[src/rtl/irq_seq_ctrl.sv]
// irq_seq_ctrl: RESET/NMI/IRQ/BRK entry micro-sequencer for the 2A03 core.
// Owns the bus for the 7-cycle entry sequence; the main control FSM stalls while busy=1.
module irq_seq_ctrl #(
    parameter int          N_IRQ    = 1,
    parameter int          ADDR_W   = 16,
    parameter logic [7:0]  STACK_PG = 8'h01,
    parameter logic [15:0] VEC_NMI  = 16'hFFFA,
    parameter logic [15:0] VEC_RST  = 16'hFFFC,
    parameter logic [15:0] VEC_IRQ  = 16'hFFFE
) (
    input  logic              clk,
    input  logic              rst_n,
    input  logic              nmi_n,
    input  logic [N_IRQ-1:0]  irq_n,
    input  logic              p_i,
    input  logic              brk,
    input  logic              boundary,
    input  logic [15:0]       pc,
    input  logic [7:0]        p_in,
    input  logic [7:0]        s_in,
    input  logic [7:0]        din,
    output logic              busy,
    output logic [ADDR_W-1:0] addr,
    output logic [7:0]        dout,
    output logic              mem_rw,
    output logic              s_dec,
    output logic              pcl_ld,
    output logic              pch_ld,
    output logic              pi_set
);

    typedef enum logic [2:0] {
        S_IDLE, S_D1, S_D2, S_PSH_H, S_PSH_L, S_PSH_P, S_VEC_L, S_VEC_H
    } state_e;

    typedef enum logic [1:0] {K_RST, K_NMI, K_IRQ, K_BRK} kind_e;

    state_e            state_q, state_d;
    kind_e             kind_q, kind_d;
    logic              nmi_pend_q, nmi_pend_d;
    logic              nmi_prev_q, nmi_prev_d;
    logic              busy_q, busy_d;
    logic              mem_rw_q, mem_rw_d;
    logic              s_dec_q, s_dec_d;
    logic              pcl_ld_q, pcl_ld_d;
    logic              pch_ld_q, pch_ld_d;
    logic              pi_set_q, pi_set_d;
    logic [ADDR_W-1:0] addr_q, addr_d;
    logic [7:0]        dout_q, dout_d;

    logic              irq_req;
    logic              nmi_edge;
    logic [7:0]        s_cur;
    logic [15:0]       addr16;
    logic              unused_p_bits;

    assign irq_req       = (|(~irq_n)) & ~p_i;
    assign nmi_edge      = nmi_prev_q & ~nmi_n;
    assign unused_p_bits = ^p_in[5:4];

    // Outputs are registered one cycle ahead, so while a push is in flight
    // the core's S decrement lands on the same edge we compute the next address.
    assign s_cur = s_dec_q ? (s_in - 8'd1) : s_in;

    function automatic logic [15:0] vec_of(input kind_e k);
        case (k)
            K_NMI:   return VEC_NMI;
            K_RST:   return VEC_RST;
            default: return VEC_IRQ;
        endcase
    endfunction

    always_comb begin
        state_d    = state_q;
        kind_d     = kind_q;
        nmi_prev_d = nmi_n;
        nmi_pend_d = nmi_pend_q | nmi_edge;

        case (state_q)
            S_IDLE: begin
                if (brk) begin
                    kind_d  = K_BRK;
                    state_d = S_D1;
                end else if (boundary && nmi_pend_q) begin
                    kind_d  = K_NMI;
                    state_d = S_D1;
                end else if (boundary && irq_req) begin
                    kind_d  = K_IRQ;
                    state_d = S_D1;
                end
            end
            S_D1:    state_d = S_D2;
            S_D2:    state_d = S_PSH_H;
            S_PSH_H: state_d = S_PSH_L;
            S_PSH_L: state_d = S_PSH_P;
            S_PSH_P: begin
                state_d = S_VEC_L;
                // Late NMI hijacks the vector; the B bit already pushed stays as is.
                if (nmi_pend_q && (kind_q == K_IRQ || kind_q == K_BRK))
                    kind_d = K_NMI;
            end
            S_VEC_L: begin
                state_d = S_VEC_H;
                if (kind_q == K_NMI)
                    nmi_pend_d = nmi_edge;
            end
            S_VEC_H: state_d = S_IDLE;
            default: state_d = S_IDLE;
        endcase

        busy_d   = (state_d != S_IDLE);
        mem_rw_d = 1'b1;
        s_dec_d  = 1'b0;
        pcl_ld_d = 1'b0;
        pch_ld_d = 1'b0;
        pi_set_d = 1'b0;
        addr16   = 16'h0000;
        dout_d   = 8'h00;

        case (state_d)
            S_D1, S_D2: addr16 = pc;
            S_PSH_H, S_PSH_L, S_PSH_P: begin
                addr16   = {STACK_PG, s_cur};
                s_dec_d  = 1'b1;
                mem_rw_d = (kind_d == K_RST);
                case (state_d)
                    S_PSH_H: dout_d = pc[15:8];
                    S_PSH_L: dout_d = pc[7:0];
                    default: dout_d = {p_in[7:6], 1'b1, (kind_d == K_BRK), p_in[3:0]};
                endcase
            end
            S_VEC_L: begin
                addr16   = vec_of(kind_d);
                pcl_ld_d = 1'b1;
                pi_set_d = 1'b1;
            end
            S_VEC_H: begin
                addr16   = vec_of(kind_d) + 16'd1;
                pch_ld_d = 1'b1;
            end
            default: addr16 = 16'h0000;
        endcase

        addr_d = addr16[ADDR_W-1:0];
    end

    always_ff @(posedge clk or negedge rst_n) begin
        if (!rst_n) begin
            state_q    <= S_D1;
            kind_q     <= K_RST;
            nmi_pend_q <= 1'b0;
            nmi_prev_q <= 1'b1;
            busy_q     <= 1'b1;
            mem_rw_q   <= 1'b1;
            s_dec_q    <= 1'b0;
            pcl_ld_q   <= 1'b0;
            pch_ld_q   <= 1'b0;
            pi_set_q   <= 1'b0;
            addr_q     <= '0;
            dout_q     <= 8'h00;
        end else begin
            state_q    <= state_d;
            kind_q     <= kind_d;
            nmi_pend_q <= nmi_pend_d;
            nmi_prev_q <= nmi_prev_d;
            busy_q     <= busy_d;
            mem_rw_q   <= mem_rw_d;
            s_dec_q    <= s_dec_d;
            pcl_ld_q   <= pcl_ld_d;
            pch_ld_q   <= pch_ld_d;
            pi_set_q   <= pi_set_d;
            addr_q     <= addr_d;
            dout_q     <= dout_d;
        end
    end

    assign busy   = busy_q;
    assign addr   = addr_q;
    assign dout   = dout_q;
    assign mem_rw = mem_rw_q;
    assign s_dec  = s_dec_q;
    assign pcl_ld = pcl_ld_q;
    assign pch_ld = pch_ld_q;
    assign pi_set = pi_set_q;

endmodule

[config.mk]
export PLATFORM = sky130hd
export DESIGN_NAME = irq_seq_ctrl
export DESIGN_NICKNAME = d
export VERILOG_FILES = /design/src/rtl/irq_seq_ctrl.sv
export SDC_FILE = /design/constraint.sdc
export NUM_CORES = 1
export LEC_CHECK = 0
export ABC_AREA = 1
export ABC_CLOCK_PERIOD_IN_PS = 1620
export CAP_MARGIN = 20
export CORE_MARGIN = 2
export CORE_UTILIZATION = 42
export DETAILED_ROUTE_END_ITERATION = 6
export PLACE_DENSITY = 0.81
export REMOVE_ABC_BUFFERS = 1
export SYNTH_ARGS = -nofsm -noshare
export SYNTH_HDL_FRONTEND = slang
export SYNTH_SLANG_ARGS = --single-unit
export TNS_END_PERCENT = 10
[constraint.sdc]
create_clock -name clk -period 1.62 [get_ports clk]
set_input_delay 0.243 -clock clk [delete_from_list [all_inputs] [get_ports clk]]
set_output_delay 0.243 -clock clk [all_outputs]
set_load 0.1 [all_outputs]
==> results by stage, run 1 <==
Run status:
- The run finished with clean final reports.

Die:
- Row generation in the floorplan step produced 23 rows.
- For this configuration, the core starts out at a cell density of 0.4385.
- The area of the die is 0.004741 mm2.
- The x dimension of the die is 68.86 um.
- From bottom edge to top edge, the die measures 68.86 um.
- During I/O placement, the number of pins put on the boundary was 77.
- The area of the core is 0.004029 mm2.

Global route:
- The pin count of the biggest net entering global routing is 37.
- The initial antenna violation count is 0.
- The remaining global-route overflow is 0.
- Across every metal layer, demand over resource in global routing totals 0.2389.
- The first-pass GRT wire length is just under 8000 um.
- The via count of the first global-routing pass is between 1.5k and 2k.

STA:
- The highest clock frequency the design can meet is about 630 MHz.
- The final sum of negative setup slack is 0 ns.
- Setup repair after global routing could not meet its margin everywhere.
- The normalized max-slew margin is 0.7597.
- The final-report hold violation count is 0.
- The slew of the pin with the lowest slew margin is 0.3578 ns.
- The worst clock skew on the final layout is 0.005202 ns.
- After layout, the minimum clock period comes to 1.583 ns.
- The final cycle utilization of the critical path is 0.9769.
- The final-report setup violation count is 0.
- The final count of pins violating max slew is 0.

Routing:
- The violation count after the first detailed-route iteration is ~150.
- For this run, the detailed router's first-pass iteration total came to 4.
- In this run the remaining antenna-violating nets after routing total 0.
- The routed design has 5102 um of wire.
- The final routed DRC violation total is 0.
- Summing over every cut layer, the via total after detailed routing is around 1.7k.
- The routed wire length per instance is 15.01 um.
- The via density per instance is 4.997.

Finish:
- The number of nets in the layout is 337.
- The share of layout cells above drive strength 1 is 0.2414.
- The area growth from synthesis to layout is 70.61%.
- Leaving out fill and tap cells, the most frequent cells in the layout are nand2_1, clkdlybuf4s50_1, inv_1.
- The library cell used most frequently in the layout, excluding fill and tap cells, is nand2_1.
- The number of diodes is 0.

Clocking:
- CTS built an H-tree with a depth of 2.
- The total of hold buffers inserted after clock tree synthesis is 0.
- Clock-pin slew was measured on the worst setup and hold paths at roughly 0.070 ns.
- The number of setup buffers added after CTS is 0.
- Buffers inserted during clock tree synthesis total 5.
- The number of buffers between clock root and the deepest sink is 2.
- The TritonCTS clock tree is yes.
- The clock tree root buffer cell is clkbuf_8.
- The TritonCTS sink count is 36.
- The later-pin clock latency in the skew report is 0.30 ns.

Place:
- The count of buffers inserted at the top-level ports is between 60 and 70.
- The routability congestion estimate is 0.8323.
- After legalization and detailed placement, the total HPWL measured 3826 um.

Synthesis:
- The number of different library cells used by synthesis comes to 30.
- The post-synthesis cell count is 210.
- The synthesized design contains 0 enable-type register cells.
- After synthesis, the largest family of logic cells by area is simple AND/OR/NAND/NOR gates.
- Among all flip-flop cells after synthesis, the most frequent one is dfrtp_1.
- Of the total synthesized cell area, the portion taken by XOR and XNOR cells is 0.01487.
- The share of synthesized flip-flops with an asynchronous set or reset is 1.000.
- The portion of synthesized area spent on multiplexers is 0.
- Of the total synthesized cell area, the portion taken by AND, OR, NAND and NOR gates is 0.2330.
- Yosys printed 0 warnings.
- Of the total synthesized cell area, the portion taken by full adders, half adders and majority gates is 0.007082.
- In the post-synthesis netlist, the biggest area contributors are dfrtp_1, nand2_1, inv_1.
- The share of synthesized area in the top cell type comes to 0.4533.
- The number of register bits inferred by synthesis is 36.
- Averaged over all synthesized cells, the footprint is 8.413 um2.
- The synthesized cell area is 0.001767 mm2.
- The sequential share of the synthesized area is 0.5127.
- The fraction of the mapped netlist area in compound gates is 0.1303.
- The post-synthesis cell type with the largest combined area is dfrtp_1.

Critical path:
- At the worst endpoint, the arrival time is 1.82 ns.
- By instance count, the cell type seen most on the critical path is inv_1.
- The critical path in this run is classified as flop to flop.
- The critical path startpoint category is a flop.
- At the worst endpoint, the required time is 1.85 ns.
- The largest single stage delay on the critical path is 0.46 ns.
- The slowest library cell on the worst path is dfrtp_2.
- The largest fanout on the critical path is 10.
- The endpoint class of the critical path is a flop.
- Traced cell by cell, the critical path runs through inv_1, nand3_4, nand2_4, inv_4, nand2_8, o21ai_0, o21ai_1, inv_1, nand2_1.
- In this run the register-to-register setup slack is 0.04 ns.

Hold path:
- In this run the worst hold path is classified as input pin to async pin.

Flow run:
- Across the run, the number of max-cap violations was 0.
## path summary, 6_finish.rpt
kind | startpoint | to | cells after the start
worst max register to register | state_q[2]$_DFF_PN0_ | addr[2]$_DFF_PN0_ | 9
max in group asynchronous | rst_n | busy$_DFF_PN1_ | 2
min in group clk | nmi_n | nmi_prev_q$_DFF_PN1_ | 1
worst min register to register | nmi_prev_q$_DFF_PN1_ | nmi_pend_q$_DFF_PN0_ | 2
worst min-delay path | rst_n | addr[9]$_DFF_PN0_ | 2
worst max-delay path | state_q[2]$_DFF_PN0_ | addr[2]$_DFF_PN0_ | 9
## flip-flops by register name, indices dropped and copies added, names as in the netlist
register / flops
mem_rw: 1
addr: 16
nmi_pend_q: 1
busy: 1
s_dec: 1
state_q: 3
pch_ld: 1
dout: 8
nmi_prev_q: 1
pi_set: 1
kind_q: 2
## metrics by stage
stage                 util  cells  hold WS (ns)  cell area, um2  setup slack, ns
floorplan                -    207      -0.05259            1744          -0.2931
global placement    0.7068    332        0.4953            2848         -0.04037
detailed placement  0.7068    332        0.5081            2848         -0.06248
CTS                 0.7463    340        0.3251            3007         0.004362
global route        0.7481    340        0.3283            3014         -0.01744
finish              0.7481    340        0.3199            3014          0.03735
## per-layer routing
metal / track usage / up-vias / routed length (um)
met5: 0 / - / 0
met4: 0.08824 / 0 / 108
met3: 0.06331 / 11 / 342
met2: 0.4351 / 84 / 2792
met1: 0.2653 / 787 / 1858
li1: - / 817 / -
## critical path: cells and delay by family (launching register included)
family	cells	cell delay, ns
compound gates	2	0.27
buf+inv	3	0.39
flops	1	0.46
simple gates	4	0.41
## cells in the mapped netlist (all sizes together), types with 2 or more instances
library cell   n
nand2         54
inv           40
dfrtp         32
o21ai         19
nor2          18
a21oi         12
nand3         11
o22ai          6
dfstp          4
xor2           3
buf            2
nand4          2
o211ai         2
## cells by family after synthesis
family	Yosys count
simple gates	86
fa+ha+maj	1
compound gates	41
flops	36
buf+inv	43
xor+xnor	3
## layout make-up
cell class                 instances  area, um2
fill                             261       1015
clock inverter                     3      90.09
clock buffer                       5      68.82
timing repair buffer              75       1041
inverter                          40      157.7
multi-input combinational        131      685.7
tap                               50      62.56
sequential                        36      908.4
## repair_timing
| action | 4_1_cts | 5_1_grt |
|---|---|---|
| cloned | 0 | 0 |
| resized for setup | 1 | 4 |
| endpoints found under the setup margin | 1 | 8 |
Power of run 1 is not shown: default switching activity piles up to over one toggle a cycle in this logic, so the estimate is an artifact.
==> run 2: changes to the inputs <==
--- a/config.mk
+++ b/config.mk
@@ -11,6 +11,7 @@
 export CORE_MARGIN = 2
 export CORE_UTILIZATION = 42
 export DETAILED_ROUTE_END_ITERATION = 6
+export HOLD_SLACK_MARGIN = 0.15
 export PLACE_DENSITY = 0.81
 export REMOVE_ABC_BUFFERS = 1
 export SYNTH_ARGS = -nofsm -noshare
==> results of run 2 <==
No change in the layout: final DEF, timing and power equal those of run 1.
Power of run 2 is left out for the same reason.
